$ cat src/rtl/disp_pkg.sv
// disp_pkg: shared types and constants for the display scan block.
// FSM state enum, widths, 7-segment table, BCD add-3 helper.
package disp_pkg;

  typedef enum logic [1:0] {
    IDLE = 2'd0,
    CONV = 2'd1,
    LOAD = 2'd2
  } state_t;

  localparam int IN_W  = 12;
  localparam int DIG_N = 4;
  localparam int BCD_W = 16;

  // Active-high segments, bit 6 = a .. bit 0 = g.
  // Codes 10..15 are never produced by the converter; they stay dark.
  localparam logic [6:0] SEG_TAB [16] = '{
    7'b1111110, 7'b0110000, 7'b1101101, 7'b1111001,
    7'b0110011, 7'b1011011, 7'b1011111, 7'b1110000,
    7'b1111111, 7'b1111011, 7'b0000000, 7'b0000000,
    7'b0000000, 7'b0000000, 7'b0000000, 7'b0000000
  };

  function automatic logic [3:0] add3(input logic [3:0] n);
    return (n >= 4'd5) ? n + 4'd3 : n;
  endfunction

endpackage

$ cat src/rtl/display_scan_ctrl_seg7_dec.sv
// seg7_dec: combinational BCD nibble to 7-segment pattern.
// Ports: nib (4-bit digit code), seg (7-bit active-high a..g).
module seg7_dec
  import disp_pkg::*;
(
  input  logic [3:0] nib,
  output logic [6:0] seg
);

  assign seg = SEG_TAB[nib];

endmodule

$ cat src/rtl/display_scan_ctrl.sv
// display_scan_ctrl: 12-bit binary to 4-digit BCD, multiplexed 7-seg scan.
// Ports: CLK_i, RST_i (sync, active-high); IN_i/IN_VALID_i/IN_READY_o
// value handshake; CONV_DONE_o commit pulse; SEG_o (a..g), DIG_o
// (one-hot, bit 0 = units). Macro BLANK_LZ_EN enables leading-zero blanking.
module display_scan_ctrl
  import disp_pkg::*;
#(
  parameter int SCAN_DIV = 50000
) (
  input  logic             CLK_i,
  input  logic             RST_i,
  input  logic [IN_W-1:0]  IN_i,
  input  logic             IN_VALID_i,
  output logic             IN_READY_o,
  output logic             CONV_DONE_o,
  output logic [6:0]       SEG_o,
  output logic [DIG_N-1:0] DIG_o
);

  localparam int PW = (SCAN_DIV > 1) ? $clog2(SCAN_DIV) : 1;
  localparam logic [PW-1:0] P_LAST = PW'(SCAN_DIV - 1);

  state_t state, state_nx;

  logic [IN_W-1:0]  sh;
  logic [BCD_W-1:0] bcd;
  logic [BCD_W-1:0] bcd_adj;
  logic [BCD_W-1:0] disp;
  logic [3:0]       cnt;
  logic [PW-1:0]    presc;
  logic [1:0]       idx;
  logic             shift_en;
  logic             accept;
  logic             last_shift;
  logic [3:0]       nib;
  logic [6:0]       seg_raw;
  logic             blank;
  logic             unused_msb;

  assign accept     = IN_VALID_i & IN_READY_o;
  assign last_shift = (cnt == 4'd11);

  always_ff @(posedge CLK_i) begin
    if (RST_i) state <= IDLE;
    else       state <= state_nx;
  end

  always_comb begin
    state_nx = state;
    unique case (state)
      IDLE:    if (IN_VALID_i) state_nx = CONV;
      CONV:    if (last_shift) state_nx = LOAD;
      LOAD:    state_nx = IDLE;
      default: state_nx = IDLE;
    endcase
  end

  always_comb begin
    IN_READY_o  = 1'b0;
    CONV_DONE_o = 1'b0;
    shift_en    = 1'b0;
    unique case (1'b1)
      state == IDLE: IN_READY_o  = 1'b1;
      state == CONV: shift_en    = 1'b1;
      state == LOAD: CONV_DONE_o = 1'b1;
      default: ;
    endcase
  end

  always_comb begin
    bcd_adj = bcd;
    for (int i = 0; i < DIG_N; i++)
      bcd_adj[4*i +: 4] = add3(bcd[4*i +: 4]);
  end

  // The top BCD bit never carries a value for 12-bit inputs (max 4095).
  assign unused_msb = bcd_adj[BCD_W-1];

  always_ff @(posedge CLK_i) begin
    if (RST_i) begin
      sh   <= '0;
      bcd  <= '0;
      cnt  <= '0;
      disp <= '0;
    end else begin
      if (accept) begin
        sh  <= IN_i;
        bcd <= '0;
        cnt <= '0;
      end else if (shift_en) begin
        bcd <= {bcd_adj[BCD_W-2:0], sh[IN_W-1]};
        sh  <= {sh[IN_W-2:0], 1'b0};
        cnt <= cnt + 4'd1;
      end
      if (CONV_DONE_o) disp <= bcd;
    end
  end

  always_ff @(posedge CLK_i) begin
    if (RST_i) begin
      presc <= '0;
      idx   <= '0;
    end else if (presc == P_LAST) begin
      presc <= '0;
      idx   <= idx + 2'd1;
    end else begin
      presc <= presc + PW'(1);
    end
  end

  assign nib = disp[{idx, 2'b00} +: 4];

  seg7_dec u_dec (
    .nib (nib),
    .seg (seg_raw)
  );

`ifdef BLANK_LZ_EN
  // A digit goes dark when it and every digit above it are zero.
  always_comb begin
    blank = 1'b0;
    unique case (idx)
      2'd1:    blank = ~|disp[15:4];
      2'd2:    blank = ~|disp[15:8];
      2'd3:    blank = ~|disp[15:12];
      default: blank = 1'b0;
    endcase
  end
`else
  assign blank = 1'b0;
`endif

  assign SEG_o = blank ? 7'b0000000 : seg_raw;
  assign DIG_o = 4'b0001 << idx;

endmodule

$ cat config.mk
export PLATFORM = sky130hd
export DESIGN_NAME = display_scan_ctrl
export DESIGN_NICKNAME = d
export VERILOG_FILES = /design/src/rtl/disp_pkg.sv /design/src/rtl/display_scan_ctrl_seg7_dec.sv /design/src/rtl/display_scan_ctrl.sv
export SDC_FILE = /design/constraint.sdc
export NUM_CORES = 1
export LEC_CHECK = 0
export ABC_AREA = 1
export ABC_CLOCK_PERIOD_IN_PS = 2100
export CAP_MARGIN = 20
export CORE_MARGIN = 2
export CORE_UTILIZATION = 30
export CTS_CLUSTER_DIAMETER = 200
export DETAILED_ROUTE_END_ITERATION = 16
export DONT_BUFFER_PORTS = 1
export PLACE_DENSITY = 0.47
export SYNTH_ARGS = -nofsm -noshare
export SYNTH_HDL_FRONTEND = slang
export SYNTH_SLANG_ARGS = --single-unit
$ cat constraint.sdc
create_clock -name CLK_i -period 2.1 [get_ports CLK_i]
set_clock_uncertainty 0.1 [all_clocks]
set_input_delay 0.315 -clock CLK_i [delete_from_list [all_inputs] [get_ports CLK_i]]
set_output_delay 0.315 -clock CLK_i [all_outputs]
set_load 0.01 [all_outputs]
==> results.py <==
metrics = {
    "synth": {
        "syn_nets": 581,
        "ys_seq_area_frac": 0.372,
        "ys_warn_count": 0,
        "synth-edff-count": 0,
        "synthFlopType": "dfxtp_1",
        "synth-async-reset-ratio": 0,
        "synth_top_area_share": 0.372,
        "synth_seq_cells": 68,
        "yosysUniqueCellTypes": 27,
        "syn_area_um2": 3660,
        "synth_cells": 546,
        "synth_top_area_cell": "dfxtp_1",
        "avgSynthCellArea_um2": 6.70,
        "synthTopCellsByArea": "dfxtp_1, nand2_1, a21oi_1, ha_1, inv_1",
    },
    "final_layout": {
        "drive_above_1_share": 0.121,
        "final_common_cell": "nand2_1",
        "layout_common_cells": "nand2_1, dfxtp_1, inv_1, nor2_1, a21oi_1",
        "antennaDiodeCount": 0,
        "final_nets": 584,
        "syn_to_final_growth_pct": 15.2,
        "fillers": 1288,
        "final_util": 0.352,
        "postLayoutCellArea_um2": 4220,
    },
    "global_route": {
        "grtUsageMet3": 0.0238,
        "grt_util_met2": 0.203,
        "busiest_layer": "met2",
        "grt_pass1_vias": 2969,
        "met1_usage": 0.171,
        "antenna_found_initial": 0,
        "grt_pass1_wl_mm": 13.8,
        "grt_max_degree": 32,
        "overflow": 0,
        "grt_usage": 0.130,
    },
    "floorplanning": {
        "io_pins": 28,
        "die_w_um": 114,
        "die_area_um2": 13100,
        "die-height_um": 114,
        "num_rows": 40,
        "core-area_um2": 12000,
        "floorplan.initialDensity": 0.306,
    },
    "clocking": {
        "cts_tree": "built",
        "clock-sinks": 68,
        "clkTransAtPathRegs_ps": 60,
        "cts_max_path_buffers": 2,
        "clkLatencyLatePin_ps": 330,
        "cts.htree.levels": 3,
        "cts_buffers": 9,
        "clockRootBuffer": "clkbuf_16",
    },
    "placement": {
        "dpl.hpwl_mm": 5.41,
        "io_buffer_count": 0,
        "dp_slack_ps": 113,
        "gp_congestion": 0.780,
        "place_area_um2": 3770,
    },
    "critical_path": {
        "reg2reg_slack_ps": 530,
        "start_kind": "flop",
        "path_max_fanout": 6,
        "path_buf_inv": 2,
        "crit_required_ps": 1680,
        "critical_path.max_stage_delay_ps": 360,
        "r2r_start": "presc[0]",
        "arrival_ps": 1690,
        "crit_top_cell": "nand2_1",
        "cpMaxStageDelayCell": "dfxtp_4",
        "cp_cell_sequence": "buf_6 -> o21ai_2 -> nand2_1 -> nand2_2 -> inv_4 -> ha_4 -> nand3_4 -> nand2_1 -> nand2_1 -> nand2_2",
        "end_kind": "output pin",
        "ff2ff_path_depth": 6,
        "r2r_end": "presc[14]",
        "crit_type": "reg -> out",
        "cpLargestDelayFamily": "simple AND/OR/NAND/NOR gates",
    },
    "drt": {
        "drc_errors": 0,
        "ant_nets": 0,
        "post_drt_wl_per_cell_um": 11.1,
        "via_per_inst": 4.55,
        "drtIter0Drc": 157,
        "vias": 3188,
        "dr.pass1.iters": 4,
        "drt_wl_total_mm": 7.80,
    },
    "sta": {
        "min_period_over_period": 1.00,
        "slew_headroom": 0.574,
        "max_freq_ghz": 0.474,
        "fin_ws_ps": -9.29,
        "drv_slew": 0,
        "grt_setup_unrepaired": "yes",
        "hold_viol": 0,
        "worst_slew_pin_slew_ps": 637,
        "final.min_clock_period_ps": 2110,
        "setup_viol_count_final": 3,
        "whs_ps": 42.3,
    },
    "worst_hold_path": {
        "hold_end": "sh[0]",
        "min_from": "IN_i[0]",
        "hold_path.class": "in -> reg",
        "hold_depth": 2,
    },
    "power_and_ir_drop": {
        "p_leak_uw": 0.00173,
        "p_per_area_nw_per_um2": 726,
        "vdd_drop_max_v": 0.000413,
    },
    "status": {
        "violations": "setup timing",
        "outcome": "finished, violations left",
    },
    "flow_run": {
        "maxCapViolations": 0,
    },
}
[state kept, by name, indices dropped and copies added, names as in the netlist]
| register | count |
|---|---|
| bcd | 16 |
| cnt | 4 |
| disp | 16 |
| idx | 2 |
| presc | 16 |
| sh | 12 |
| state | 2 |
[what timing repair did]
item                       4_1_cts  5_1_grt
resized for setup               22       13
setup buffers                    3        0
setup endpoints to repair        7        7
hold endpoints to repair        15        0
hold buffers                     1        0
pin swaps                        8        5
[logic make-up (layout without fill, tap and decap cells)]
logic type	after synthesis	count (layout)	synth area share
flip-flops	68	68	0.372
adder cells (fa/ha/maj)	20	20	0.0684
buffers and inverters	84	92	0.103
AND/OR/NAND/NOR	290	290	0.337
AO/OA/AOI/OAI	79	79	0.108
XOR/XNOR	5	5	0.0120
[cell type report]
cell class	count	area, um^2	area share
Timing Repair Buffer	13	104	0.0246
Tap cell	147	184	0.0436
Clock buffer	12	256	0.0608
Clock inverter	4	47.5	0.0113
Inverter	63	239	0.0567
Multi-Input combinational cell	394	2020	0.479
Sequential cell	68	1370	0.324
[through the flow]
| stage | setup TNS, ps | instances | total power, uW |
|---|---|---|---|
| 6_report | -21.8 | 701 | 3060 |
| 3_5_place_dp | 0 | 681 | 1560 |
| 5_1_grt | -626 | 701 | 3220 |
| 4_1_cts | -90.6 | 701 | 3120 |
| 3_3_place_gp | 0 | 681 | 1560 |
| 2_1_floorplan | 0 | 546 | 1540 |
[power breakdown]
group / total [uW] / internal [uW] / switching (uW)
combinational: 189 / 61.6 / 127
sequential: 1350 / 1320 / 26.6
clock: 1520 / 979 / 543
total: 3060 / 2360 / 697
[how the worst max path moves through the flow]
stage / start / endpoint / cells after the start
4_1_cts: idx[0] / SEG_o[1] / 10
6_report: idx[0] / SEG_o[3] / 10
3_3_place_gp: idx[0] / SEG_o[3] / 10
2_1_floorplan: idx[0] / SEG_o[3] / 11
5_1_grt: idx[0] / SEG_o[3] / 10
3_5_place_dp: idx[0] / SEG_o[3] / 10
[Yosys cell counts (2+ instances only)]
cell      count
xor2_1        4
nand4_1       3
inv_2         2
nor2_4        2
buf_4         4
nand2_2       4
nand3_2       2
inv_1        61
nor3_1        3
clkbuf_1      6
a21oi_1      53
o21ai_0      26
nand3b_1      7
buf_6         3
nor2_2        2
buf_2         6
ha_1         20
nand3_1      36
nand2_1     172
dfxtp_1      68
nor2_1       56
[metal layers]
metal,up-vias,wire (um)
met5,-,0
met4,0,180
met3,12,209
met2,29,3430
met1,1424,3980
li1,1723,-
[worst reg2reg max path: stages (launching register included)]
cell and delay [ps]:
dfxtp_1 380, ha_1 250, nand3_2 150, nor2_2 200, nand2_2 110, nand2_4 190, a21oi_1 70
No activity file was read; power rests on OpenSTA's default activity.
